--- src/rtl/alu_mutant_scanner.sv ---
`default_nettype none
// ============================================================================
// Module      : alu_mutant_scanner
// Description : Exhaustive {opcode,A,B} sweep driver and golden-model checker
//               for the 4-bit ALU family and its mutants.
// Revision    : 1.0 - initial release
// ============================================================================
module alu_mutant_scanner #(
    parameter int STOP_ON_FIRST = 0
) (
    input  logic        clk,
    input  logic        rst_n,
    input  logic        start,
    output logic [3:0]  dut_A,
    output logic [3:0]  dut_B,
    output logic [2:0]  dut_opcode,
    input  logic [3:0]  dut_result,
    input  logic        dut_zero,
    output logic        busy,
    output logic        done,
    output logic        pass,
    output logic [11:0] err_count,
    output logic [10:0] first_fail_vec,
    output logic [3:0]  first_fail_result,
    output logic        first_fail_zero
);

    typedef enum logic [1:0] {
        S_IDLE = 2'd0,
        S_RUN  = 2'd1,
        S_DONE = 2'd2
    } state_t;

    localparam logic [10:0] c_LAST_VEC = 11'h7FF;

    state_t      state_q;
    logic [10:0] vec_q;
    logic [11:0] err_q;
    logic [11:0] err_d;
    logic [10:0] ffv_q;
    logic [3:0]  ffr_q;
    logic        ffz_q;
    logic        busy_q;
    logic        done_q;
    logic        pass_q;

    logic [2:0]  w_op;
    logic [3:0]  w_a;
    logic [3:0]  w_b;
    logic [3:0]  w_gold;
    logic        w_gold_zero;
    logic        w_mismatch;
    logic        w_stop;

    assign w_op = vec_q[10:8];
    assign w_a  = vec_q[7:4];
    assign w_b  = vec_q[3:0];

    always_comb begin
        w_gold = 4'h0;
        case (w_op)
            3'd0:    w_gold = w_a + w_b;
            3'd1:    w_gold = w_a - w_b;
            3'd2:    w_gold = w_a & w_b;
            3'd3:    w_gold = w_a | w_b;
            3'd4:    w_gold = w_a ^ w_b;
            3'd5:    w_gold = (w_a == w_b) ? 4'd1 : 4'd0;
            3'd6:    w_gold = (w_a < w_b) ? 4'd1 : 4'd0;
            default: w_gold = 4'h0;
        endcase
    end

    assign w_gold_zero = (w_gold == 4'h0);
    assign w_mismatch  = (dut_result != w_gold) || (dut_zero != w_gold_zero);
    assign err_d       = err_q + {11'd0, w_mismatch};
    assign w_stop      = (vec_q == c_LAST_VEC) || ((STOP_ON_FIRST != 0) && w_mismatch);

    always_ff @(posedge clk or negedge rst_n) begin
        if (!rst_n) begin
            state_q <= S_IDLE;
            vec_q   <= 11'd0;
            err_q   <= 12'd0;
            ffv_q   <= 11'd0;
            ffr_q   <= 4'd0;
            ffz_q   <= 1'b0;
            busy_q  <= 1'b0;
            done_q  <= 1'b0;
            pass_q  <= 1'b0;
        end else begin
            case (state_q)
                S_IDLE, S_DONE: begin
                    if (start) begin
                        state_q <= S_RUN;
                        vec_q   <= 11'd0;
                        err_q   <= 12'd0;
                        ffv_q   <= 11'd0;
                        ffr_q   <= 4'd0;
                        ffz_q   <= 1'b0;
                        busy_q  <= 1'b1;
                        done_q  <= 1'b0;
                        pass_q  <= 1'b0;
                    end
                end
                S_RUN: begin
                    err_q <= err_d;
                    // A zero error count before this compare marks the first failure
                    if (w_mismatch && (err_q == 12'd0)) begin
                        ffv_q <= vec_q;
                        ffr_q <= dut_result;
                        ffz_q <= dut_zero;
                    end
                    if (w_stop) begin
                        state_q <= S_DONE;
                        busy_q  <= 1'b0;
                        done_q  <= 1'b1;
                        pass_q  <= (err_d == 12'd0);
                    end else begin
                        vec_q <= vec_q + 11'd1;
                    end
                end
                default: begin
                    state_q <= S_IDLE;
                    busy_q  <= 1'b0;
                    done_q  <= 1'b0;
                end
            endcase
        end
    end

    assign dut_opcode        = vec_q[10:8];
    assign dut_A             = vec_q[7:4];
    assign dut_B             = vec_q[3:0];
    assign busy              = busy_q;
    assign done              = done_q;
    assign pass              = pass_q;
    assign err_count         = err_q;
    assign first_fail_vec    = ffv_q;
    assign first_fail_result = ffr_q;
    assign first_fail_zero   = ffz_q;

endmodule
`default_nettype wire

--- config.mk ---
export PLATFORM = sky130hd
export DESIGN_NAME = alu_mutant_scanner
export DESIGN_NICKNAME = d
export VERILOG_FILES = /design/src/rtl/alu_mutant_scanner.sv
export SDC_FILE = /design/constraint.sdc
export NUM_CORES = 1
export LEC_CHECK = 0
export ABC_AREA = 1
export CAP_MARGIN = 20
export CORE_MARGIN = 2
export CORE_UTILIZATION = 51
export DETAILED_ROUTE_END_ITERATION = 10
export DONT_BUFFER_PORTS = 1
export PLACE_DENSITY_LB_ADDON = 0.2
export SYNTH_ARGS = -nofsm -noshare
export SYNTH_HDL_FRONTEND = slang
export SYNTH_SLANG_ARGS = --single-unit
--- constraint.sdc ---
create_clock -name clk -period 4.3 [get_ports clk]
set_input_delay 0.86 -clock clk [delete_from_list [all_inputs] [get_ports clk]]
set_output_delay 0.86 -clock clk [all_outputs]
set_load 0.01 [all_outputs]
-- Word-level counts from Yosys, hierarchy flattened
Cells that the tools add are included.
- flip-flop bits (word level): 44
- input port bits: 8
- word-level logic and storage cells: 73
- add/subtract/negate cells: 4
- $lt $le $gt $ge: 1
- equal/unequal tests: 16
- muxes and demuxes: 26
- bitwise operators: 3
- reductions and logical operators: 14
- operator list (cell ; number):
    11-bit one-hot mux with 2 select lines ; 2
    11-bit two-way mux ; 3
    4-bit one-hot mux with 7 select lines ; 1
    12-bit zero test ; 2
    12-bit one-hot mux with 2 select lines ; 1
    12-bit by 1-bit adder with 12-bit output ; 1
    12-bit two-way mux ; 1
    11-bit by 1-bit adder with 11-bit output, second input constant ; 1
    11-bit equality test, second input constant ; 1
    3-bit equality test, second input constant ; 3
    3-bit AND reduction ; 3
    1-bit two-way mux ; 8
    4-bit two-way mux ; 2
    2-bit != test, second input constant ; 4
    1-bit one-hot mux with 2 select lines ; 4
    4-bit one-hot mux with 2 select lines ; 1
    3-bit by 2-bit equality test with 1-bit output, second input constant ; 2
    4-bit adder ; 1
    4-bit bitwise AND ; 1
    4-bit equality test ; 1
    4-bit zero test ; 1
    4-bit less-than comparator ; 1
    2-bit two-way mux ; 2
    4-bit != test ; 1
    15 further kinds ; 16

-- Longest topological paths before layout
Gate-level depths: netlist of the first run.
- depth in word-level cells: 10
- mapped depth: 26

-- Least setup slack after synthesis of the first run
Ideal clock, no wire load.
- kind: reg2reg
- start point: register vec_q[4]
- end point: register pass_q, in the netlist pass
- setup time: 66 ps
- data arrival time: 3587 ps
- required time: 4234 ps
- slack: 647 ps
- stages on the path, launching flop included: 25
- period minus slack after synthesis: 3653 ps
- cell sequence: dfrtp_1 -> inv_1 -> ha_1 -> inv_1 -> fa_1 -> xnor2_1 -> nand2_1 -> nand3_1 -> nor2_1 -> nand3_1 -> o21bai_2 -> nand2_2 -> nand2_4 -> clkbuf_4 -> ha_1 -> ha_1 -> nand2_1 -> nor3_1 -> nand3_1 -> nor3_1 -> xor2_1 -> nand3_1 -> nor2_1 -> nand2_1 -> nand2_1
- word-level cells in the longest chain between the ends: 10
- elaborated cells between the ends (all ways): 21
- RTL lines (element ; RTL line ; RTL):
    start: declaration ; 37 ; logic [10:0] vec_q;
    start signal: assignment ; 118 ; vec_q <= vec_q + 11'd1;
    4-bit less-than comparator or 4-bit equality test (tied branches) ; 68, 67 ;
    1-bit two-way mux, on equally long branches ; 68, 67 ;
    4-bit one-hot mux with 7 select lines ; 61 ; case (w_op)
    4-bit zero test ; 73 ; assign w_gold_zero = (w_gold == 4'h0);
    1-bit != test ; 74 ; assign w_mismatch = (dut_result != w_gold) || (dut_zero != w_gold_zero);
    1-bit logical OR ; 74 ;
    12-bit by 1-bit adder with 12-bit output ; 75 ; assign err_d = err_q + {11'd0, w_mismatch};
    12-bit zero test ; 116 ; pass_q <= (err_d == 12'd0);
    1-bit two-way mux ; 112 ; if (w_stop) begin
    1-bit one-hot mux with 2 select lines ; 90 ; case (state_q)
    end signal: assignment ; 116 ;
    end: declaration ; 45 ; logic pass_q;
Several ways; a longest one is shown, not always the timed one. The select of a mux whose other input is x is not followed.
A chain may end at the register's enable or synchronous reset.

-- Worst setup path after layout of the first run
- start point: register vec_q[0]
- end point: register pass_q, in the netlist pass
Same word-level chain as after synthesis.

==> results.ini, run 1 <==
[setup_path]
required_ns=4.55
cp_num_buf_inv=2
path_cells=ha_1 > inv_1 > fa_1 > nor2_1 > nand2_1 > nand3_2 > inv_1 > nor2_1 > nand3_1 > o21bai_2 > nand2_2 > nand2_4 > ha_1 > ha_1 > nand2_1 > nor3_1 > nand3_1 > nor3_1 > xor2_1 > nand3_1 > nor2_1 > nand2_1 > nand2_1
path_delay_family=simple AND/OR/NAND/NOR gates
crit_fanout=9
worstSetupStartpointType=flop
cp_slowest_cell=dfrtp_1
path_common_cell=nand2_1
cp-end-kind=flop
slowest_delay_ns=0.56
worstSetupPathType=flop to flop
cp.arrival_ns=4.02

[synthesis]
yosysWarningCount=0
synth-main-ff-cell=dfrtp_1
synth_enable_flop_cells=0
synthTopCellsByArea=dfrtp_1, nand3_1, nand2_1
yosysMostFrequentCell=nand2_1
syn_area_per_cell_sq_um=8.19
synth_seq_area_share_pct=37.0
synth_top_cell_area_share_pct=37.0
synth_cell_types=35
synth_cells=355
async_flop_share_pct=100
synth.net_count=380
synth_common_cells=nand2_1, nand3_1, dfrtp_1, inv_1, nor2_1
ys_seq_elements=43
syn_area_sq_mm=0.00291
yosys.area.top_type=dfrtp_1

[detailed_routing]
via_count=2369
via_per_inst=5.52
drcViolationCount=0
wire_per_inst_microns=16.2
drt_iter0_drc=127
first_pass_iters=4
wl_microns=6940
antenna_left=0

[finish]
fin_cells=429
drive_gt1_share_pct=15.4
num-fill-cells=504
multi_input_area_sq_mm=0.00157
num_antenna_cells=0
final_cell_area_sq_mm=0.00308
post-route-util_pct=56.0
final_nets=381
register_area_sq_mm=0.00108
layout-area-overhead-vs-synth_pct=6.03

[status]
status=finished clean

[clock_network]
cts_buffer_depth=2
clkTransAtPathRegs_ns=0.10
clk-insertion-delay-late_ns=0.30
postCtsSetupRepairBufs=0
root_buffer=clkbuf_8
post_cts_resized=0
cts_buffers=5
cts-htree-levels=2
ctsHoldBuffers=0
cts.sinks=43
cts_tree=built

[grt]
grt_first_pass_wirelength_microns=11800
overflow=0
grt_usage_pct=23.8
grt_antenna_before_repair=0
first_global_vias=2427
grt_max_degree=44

[floorplan]
dieArea_sq_mm=0.00632
rows=27
die_w_microns=79.5
coreArea_sq_mm=0.00551
dieHeight_microns=79.5
initial_core_util_pct=52.8
num_io_pins=50

[sta]
finalSetupViolations=0
min_period_ns=3.77
fmax_mhz=265
finalCritPeriodShare_pct=87.7
setup_tns_ns=0
rsz0062_at_grt=false
drv_slew=0
max_slew_margin_pct=59.7
finClkSkew_ns=0.0118
hold_violations=0
worstMarginPinSlew_ns=0.604

[placement]
place_congestion=0.970
place_inst=421
io_buffers=0
place_area_sq_mm=0.00294
dp_hpwl_microns=5220

[power]
leakage_nw=1.48
ir_drop_v=0.000310
powerDensity_mw_per_mm2=712

[worst_hold_path]
hp-class=primary input to asynchronous set/reset pin

[job]
drv_cap=0

worst register-to-register path, cell delays in order, from the launching register on:
cell and delay, ns:
dfrtp_1 0.56, ha_1 0.28, inv_1 0.08, fa_1 0.39, nor2_1 0.11, nand2_1 0.08
nand3_2 0.09, inv_1 0.04, nor2_1 0.12, nand3_1 0.10, o21bai_2 0.13, nand2_2 0.07
nand2_4 0.07, ha_1 0.16, ha_1 0.19, nand2_1 0.08, nor3_1 0.28, nand3_1 0.16
nor3_1 0.20, xor2_1 0.20, nand3_1 0.09, nor2_1 0.09, nand2_1 0.06, nand2_1 0.07
metrics by stage:
stage / worst slack (ns) / hold slack [ns] / power (W)
6_report: 0.528 / 0.235 / 0.00219
3_5_place_dp: 0.467 / 0.452 / 0.00180
2_1_floorplan: 0.647 / 0.421 / 0.00158
5_1_grt: 0.0305 / 0.217 / 0.00240
4_1_cts: 0.459 / 0.225 / 0.00221
3_3_place_gp: 0.602 / 0.437 / 0.00179
report_power, final:
| group | total, W | internal (W) | switching, W |
|---|---|---|---|
| clock network | 0.000393 | 0.000236 | 0.000157 |
| registers | 0.000780 | 0.000537 | 0.000243 |
| logic | 0.00102 | 0.000386 | 0.000636 |
kinds of logic after synthesis:
| family | Yosys count | share of synthesized area (%) |
|---|---|---|
| AND/OR/NAND/NOR | 191 | 35.0 |
| AO/OA/AOI/OAI | 34 | 6.54 |
| XOR/XNOR | 15 | 4.52 |
| adder cells (fa/ha/maj) | 17 | 7.83 |
| buffers and inverters | 55 | 9.04 |
| flip-flops | 43 | 37.0 |
metal layers:
metal  track usage, %  vias to the layer above  part of all wire (%)
met3             6.90                        2                   6.7
met1             31.1                     1119                    43
met5                0                        -                     0
met2             39.0                       62                    50
met4             5.52                        0                  0.23
li1                 -                     1186                     -
registers in the layout, indices dropped and copies added, names as in the netlist:
name	cells
first_fail_vec	11
state_q	2
vec_q	11
pass	1
err_count	12
first_fail_result	4
busy	1
first_fail_zero	1
cell type report:
type,count,share of cell area (%)
multi-input combinational,257,50.9
timing repair buffer,5,1.22
clock buffer,5,2.23
inverter,44,5.52
clock inverter,3,2.31
tap,72,2.92
sequential,43,34.9
layout by cell type, fill, tap and decap left out:
master      n
nor2_1     19
xor2_1     13
nand3b_1    1
o21ai_2     1
nand3_1    49
inv_1      38
nor4_4      1
buf_4       5
fa_1        2
o22ai_1     5
nand4_1     9
nand2_4     2
clkbuf_8    5
nor4_1      5
o21bai_2    1
nor2_4      4
ha_1       15
dfrtp_1    43
nor3_1     11
xnor2_1     2
o21ai_0    13
a21oi_1     8
inv_2       4
inv_4       2
nand2_2     6
nand2_1    64
nand3_2    15
inv_8       1
a21oi_2     1
nor3_2      1
bufinv_16   2
o21ai_1     5
nor2_2      4
worst paths after layout:
kind / from / endpoint / slack (ns) / depth (start not counted)
worst max-delay path: vec_q[0] / pass / 0.53 / 23
worst min-delay path: rst_n / vec_q[4] / 0.24 / 0
worst min register to register: state_q[0] / busy / 0.48 / 1
max in group asynchronous: rst_n / first_fail_result[3] / 3.97 / 0
worst max register to register: vec_q[0] / pass / 0.53 / 23
min in group clk: state_q[0] / busy / 0.48 / 1
Power figures use the tool's default switching activity.
==> inputs of run 2 (changes only) <==
--- a/config.mk
+++ b/config.mk
@@ -5,9 +5,8 @@
 export SDC_FILE = /design/constraint.sdc
 export NUM_CORES = 1
 export LEC_CHECK = 0
-export ABC_AREA = 1
 export CAP_MARGIN = 20
-export CORE_MARGIN = 2
+export CORE_MARGIN = 5
 export CORE_UTILIZATION = 51
 export DETAILED_ROUTE_END_ITERATION = 10
 export DONT_BUFFER_PORTS = 1
==> run 2 against run 1 <==
Against the previous run:
- synthesized area shrank 4.1%
- cell count fell by 10%
- combinational power down 21%
- total power fell by 20%
- sequential power decreased by 10%
- clock power shrank 38%
==> results.ini, run 2 <==
[power]
ir_drop_v=0.000263  ; -15%
leakage_nw=1.23  ; -17%
powerDensity_mw_per_mm2=592  ; -17%

[floorplan]
die_w_microns=83.9  ; +5.6%
rows=27  ; unchanged
dieHeight_microns=83.9  ; +5.6%
coreArea_sq_mm=0.00541  ; -1.8%
num_io_pins=50  ; unchanged
dieArea_sq_mm=0.00704  ; +11%
initial_core_util_pct=51.6  ; -1.2 points

[synthesis]
synth-main-ff-cell=dfrtp_1
synth.net_count=337  ; -11%
async_flop_share_pct=100  ; unchanged
yosysMostFrequentCell=dfrtp_1
synth_cells=312  ; -12%
ys_seq_elements=43  ; unchanged
synth_cell_types=52  ; +49%
synthTopCellsByArea=dfrtp_1, ha_1, mux2i_1
synth_seq_area_share_pct=38.6  ; +1.6 points
yosysWarningCount=0  ; unchanged
synth_common_cells=dfrtp_1, nand2_1, nor2_1, o21ai_0, inv_1
syn_area_sq_mm=0.00279  ; -4.1%
syn_area_per_cell_sq_um=8.93  ; +9.1%
yosys.area.top_type=dfrtp_1
synth_top_cell_area_share_pct=38.6  ; +1.6 points
synth_enable_flop_cells=0  ; unchanged

[finish]
drive_gt1_share_pct=9.62  ; -5.8 points
layout-area-overhead-vs-synth_pct=6.01  ; about the same
layout.cells.most_common_list=dfrtp_1, nand2_1, nor2_1
post-route-util_pct=54.7  ; -1.3 points
final_nets=338  ; -11%
num_antenna_cells=0  ; unchanged
mostFrequentLayoutCell=dfrtp_1
largest_reg_flops=12  ; unchanged

[clock_network]
cts_buffers=5  ; unchanged
cts_tree=built
cts_buffer_depth=2  ; unchanged
root_buffer=clkbuf_8
postCtsSetupRepairBufs=0  ; unchanged
clk-insertion-delay-late_ns=0.29  ; about the same
clkTransAtPathRegs_ns=0.08  ; -0.02 ns
ctsHoldBuffers=0  ; unchanged
post_cts_resized=0  ; unchanged
cts-htree-levels=2  ; unchanged
cts.sinks=43  ; unchanged

[sta]
finClkSkew_ns=0.00602  ; -0.00579 ns
hold_slack_ns=0.253  ; +0.0174 ns
finalCritPeriodShare_pct=94.7  ; +7.0 points
min_period_ns=4.07  ; +0.301 ns
finalSetupViolations=0  ; unchanged
max_slew_margin_pct=40.1  ; -20 points
drv_slew=0  ; unchanged
fmax_mhz=246  ; -7.4%
worstMarginPinSlew_ns=0.899  ; +0.295 ns
hold_violations=0  ; unchanged

[placement]
dp_hpwl_microns=4720  ; -9.6%
place_congestion=0.869  ; -10%
io_buffers=0  ; unchanged

[detailed_routing]
wire_per_inst_microns=17.2  ; +6.3%
drcViolationCount=0  ; unchanged
wl_microns=6600  ; -4.9%
via_count=2244  ; -5.3%
antenna_left=0  ; unchanged
via_per_inst=5.84  ; +5.8%
drt_iter0_drc=175  ; +38%
first_pass_iters=4  ; unchanged

[setup_path]
cp-end-kind=flop
worstSetupStartpointType=flop
r2r_end=pass
crit_fanout=8  ; -1
endpoint=pass
required_ns=4.51  ; -0.04 ns
regToRegStartpoint=vec_q[6]
rrSetupSlack_ns=0.23  ; -0.30 ns
cp.arrival_ns=4.29  ; +0.27 ns
startpoint=vec_q[6]
worstSetupPathType=flop to flop
rr_worst_depth=16  ; -30%

[grt]
grt_usage_pct=19.3  ; -4.5 points
first_global_vias=2073  ; -15%
grt_antenna_before_repair=0  ; unchanged
overflow=0  ; unchanged
grt_max_degree=44  ; unchanged
grt_first_pass_wirelength_microns=11100  ; -6.2%

[job]
drv_cap=0  ; unchanged

[worst_hold_path]
hp-class=primary input to asynchronous set/reset pin

[status]
status=finished clean

run 2: cell types whose count changed after synthesis, sizes merged, moves of 6 or more:
cell    before  now
nor2b        0    6
nand2b       0    8
xnor2        2   10
nor3        12    5
o21ai       19   27
nand3       64   16
mux2i        0   17
nand2       72   35
xor2        13    0
inv         44   20
run 2: cell type report:
class                           count  area [sq um]
Inverter                           20          75.1
Timing Repair Buffer                9          67.6
Tap cell                           72          90.1
Clock buffer                        6          72.6
Sequential cell                    43          1080
Multi-Input combinational cell    234          1570
Fill cell                         506          2450
run 2: cell families after synthesis:
kind of cell / count (synthesis) / share of synthesized area, %
flops: 43 / 38.6
buf+inv: 35 / 5.61
simple gates: 129 / 23.1
mux: 18 / 6.51
xor+xnor: 10 / 3.14
fa+ha+maj: 17 / 8.17
compound gates: 60 / 14.9
run 2: routing by layer:
metal  track usage (%)  part of all wire, %  up-vias
met5                 0                    0        -
met2              28.6                   45       72
li1                  -                    -     1096
met3              4.94                  6.7        9
met4              4.39                  1.2        0
met1              28.1                   47     1067
run 2: how the worst min path moves through the flow:
stage | startpoint | endpoint | slack [ns] | cells after the start
4_1_cts | rst_n | first_fail_vec[7] | 0.24 | 0
5_1_grt | rst_n | first_fail_vec[7] | 0.23 | 0
3_5_place_dp | state_q[0] | busy | 0.54 | 1
6_report | rst_n | first_fail_vec[7] | 0.25 | 0
2_1_floorplan | state_q[0] | busy | 0.48 | 1
3_3_place_gp | state_q[0] | busy | 0.52 | 1
run 2: critical path, stage by stage, from the launching register on:
cell	delay [ns]
dfrtp_1	0.39
inv_1	0.13
ha_2	0.34
or3_4	0.36
a311o_1	0.33
a32oi_2	0.22
o21ai_1	0.12
a211oi_2	0.34
nand3_1	0.13
ha_1	0.24
ha_2	0.22
and3_1	0.21
and3_1	0.24
and4_1	0.26
o31ai_2	0.17
nand4_1	0.11
o21ai_0	0.17
run 2: report_power, final:
group	total [W]	leakage (nW)	internal, W	switching, W
Combinational	0.000808	0.635	0.000361	0.000447
Sequential	0.000701	0.561	0.000529	0.000172
Clock	0.000242	0.0371	0.000109	0.000134
run 2: stage by stage:
step | instances | total power, W | area [sq um] | TNS, ns | setup WS (ns)
2_1_floorplan | 312 | 0.00132 | 2790 | 0 | 0.271
3_3_place_gp | 378 | 0.00149 | 2860 | 0 | 0.276
3_5_place_dp | 378 | 0.00151 | 2860 | 0 | 0.196
4_1_cts | 384 | 0.00176 | 2940 | 0 | 0.159
5_1_grt | 384 | 0.00192 | 2960 | -0.00478 | -0.00478
6_report | 384 | 0.00175 | 2960 | 0 | 0.227
==> inputs of run 3 (changes only) <==
--- a/config.mk
+++ b/config.mk
@@ -7,7 +7,7 @@
 export LEC_CHECK = 0
 export CAP_MARGIN = 20
 export CORE_MARGIN = 5
-export CORE_UTILIZATION = 51
+export CORE_UTILIZATION = 28
 export DETAILED_ROUTE_END_ITERATION = 10
 export DONT_BUFFER_PORTS = 1
 export PLACE_DENSITY_LB_ADDON = 0.2
==> run 3 against run 2 <==
Against the previous run:
- clock-buffer cell count unchanged
- critical path depth stayed put
- die area up 71%
- clock skew rose by 0.0079 ns
- core utilization is 23 points lower
- design area rose by 5.8%
- flip-flop and latch count did not move
- largest cell class unchanged
==> results.ini, run 3 (synthesized netlist as in run 2, its figures left out) <==
[finish]
drive_gt1_share_pct=11.4  ; +1.7 points
largest_reg_flops=12  ; unchanged
final_nets=341  ; +0.89%
post-route-util_pct=32.2  ; -23 points
num_antenna_cells=0  ; unchanged
layout.cells.most_common_list=dfrtp_1, nand2_1, nor2_1
mostFrequentLayoutCell=dfrtp_1
layout-area-overhead-vs-synth_pct=12.2
final_cell_area_sq_mm=0.00313  ; +5.8%

[setup_path]
r2r_end=pass
startpoint=vec_q[2]
regToRegStartpoint=vec_q[2]
rr_worst_depth=16  ; unchanged
worstSetupPathType=flop to flop
cp-end-kind=flop
worstSetupStartpointType=flop
crit_fanout=8  ; unchanged
required_ns=4.53  ; +0.02 ns
endpoint=pass
cp.arrival_ns=4.25  ; -0.04 ns
rrSetupSlack_ns=0.27  ; +0.04 ns

[grt]
grt_first_pass_wirelength_microns=12300  ; +11%
grt_max_degree=44  ; unchanged
grt_antenna_before_repair=0  ; unchanged
overflow=0  ; unchanged
first_global_vias=2238  ; +8.0%
grt_usage_pct=13.2  ; -6.1 points

[power]
p_int_w=0.00114  ; +14%
switchingPower_w=0.000795  ; +5.6%
p_comb_share_pct=44.1  ; -2.0 points
switching_share_pct=41.1  ; -1.9 points
ir_drop_v=0.000162  ; -38%
powerDensity_mw_per_mm2=618  ; +4.4%
clkPwrFrac_pct=19.8  ; +6.0 points
seqPwrFrac_pct=36.2  ; -3.8 points
leakage_nw=1.28  ; +3.5%

[detailed_routing]
wl_met3_microns=391  ; -11%
antenna_left=0  ; unchanged
via_per_inst=5.02  ; -14%
wl_met1_microns=3430  ; +11%
wl_microns=7420  ; +12%
wire_per_inst_microns=16.5  ; -4.0%
wl_met2_microns=3510  ; +18%
route.top_layer_used=met4
drcViolationCount=0  ; unchanged
drt_iter0_drc=133  ; -24%
via_count=2259  ; +0.67%
first_pass_iters=4  ; unchanged

[sta]
drv_slew=0  ; unchanged
finClkSkew_ns=0.0139  ; +0.00791 ns
finalCritPeriodShare_pct=93.7  ; -1.0 points
fmax_mhz=248  ; +1.1%
setup_tns_ns=0  ; unchanged
worstMarginPinSlew_ns=0.884  ; -0.0154 ns
min_period_ns=4.03  ; -0.0438 ns
rsz0062_at_grt=false
max_slew_margin_pct=41.0  ; +0.90 points
setup_ws_ns=0.271  ; +0.0438 ns
finalSetupViolations=0  ; unchanged
hold_violations=0  ; unchanged

[clock_network]
cts_tree=built
cts_buffer_depth=2  ; unchanged
clkTransAtPathRegs_ns=0.09  ; about the same
clk-insertion-delay-late_ns=0.30  ; about the same
root_buffer=clkbuf_8
cts_buffers=5  ; unchanged
cts-htree-levels=2  ; unchanged
cts.sinks=43  ; unchanged

[placement]
place_area_sq_mm=0.00296  ; +3.5%
place_congestion=0.810  ; -6.7%
dpl_worst_slack_ns=0.229  ; +0.0332 ns
io_buffers=0  ; unchanged
dp_hpwl_microns=5470  ; +16%

[floorplan]
dieHeight_microns=110  ; +31%
initial_core_util_pct=28.7  ; -23 points
die_w_microns=110  ; +31%
coreArea_sq_mm=0.00973  ; +80%
num_io_pins=50  ; unchanged
rows=36  ; +33%
dieArea_sq_mm=0.0121  ; +71%

[worst_hold_path]
hp-class=primary input to asynchronous set/reset pin

[job]
drv_cap=0  ; unchanged

[status]
status=finished clean

[run 3: what timing repair did]
action,4_1_cts,5_1_grt
gates resized for setup,0,8
hold buffers,0,0
setup buffers,0,0
setup endpoints to repair,0,2
[run 3: worst max-delay path, stage by stage, from the launching register on]
cell and delay [ns]:
dfrtp_1 0.39, inv_1 0.14, ha_2 0.35, or3_4 0.35, a311o_1 0.34, a32oi_2 0.24
o21ai_1 0.11, a211oi_2 0.31, nand3_1 0.13, ha_1 0.24, ha_2 0.22, and3_1 0.21
and3_1 0.24, and4_1 0.25, o31ai_1 0.19, nand4_1 0.11, o21ai_0 0.14
[run 3: area by class of cell]
class | instances | area, sq um
clock buffers | 6 | 72.6
inverters | 20 | 75.1
fillers | 1048 | 6600
multi-input cells | 234 | 1590
repair buffers | 12 | 90.1
flip-flops and latches | 43 | 1080
well taps | 133 | 166
clock inverters | 2 | 60.1
[run 3: worst min-delay path by stage]
stage	start	end	slack (ns)
floorplan	state_q[0]	busy	0.48
global placement	state_q[0]	busy	0.52
detailed placement	state_q[0]	busy	0.52
CTS	rst_n	vec_q[7]	0.23
global route	rst_n	busy	0.22
finish	rst_n	vec_q[7]	0.24
[run 3: metal layers]
metal / up-vias / GRT usage (%)
li1: 1101 / -
met1: 1098 / 17.6
met2: 55 / 21.4
met3: 5 / 3.11
met4: 0 / 3.21
met5: - / 0
[run 3: power groups by stage]
| stage | Combinational, W | Sequential, W | Clock, W |
|---|---|---|---|
| after floorplan | 0.000632 | 0.000690 | 0 |
| after global placement | 0.000828 | 0.000712 | 0 |
| after detailed placement | 0.000829 | 0.000712 | 0 |
| after CTS | 0.000833 | 0.000704 | 0.000395 |
| after global routing | 0.000963 | 0.000722 | 0.000409 |
| final | 0.000852 | 0.000700 | 0.000382 |
[run 3: through the flow]
stage	cells	total power [W]	hold WS, ns
floorplan	312	0.00132	0.483
global placement	442	0.00154	0.521
detailed placement	442	0.00154	0.524
CTS	450	0.00193	0.233
global route	450	0.00209	0.220
finish	450	0.00193	0.243
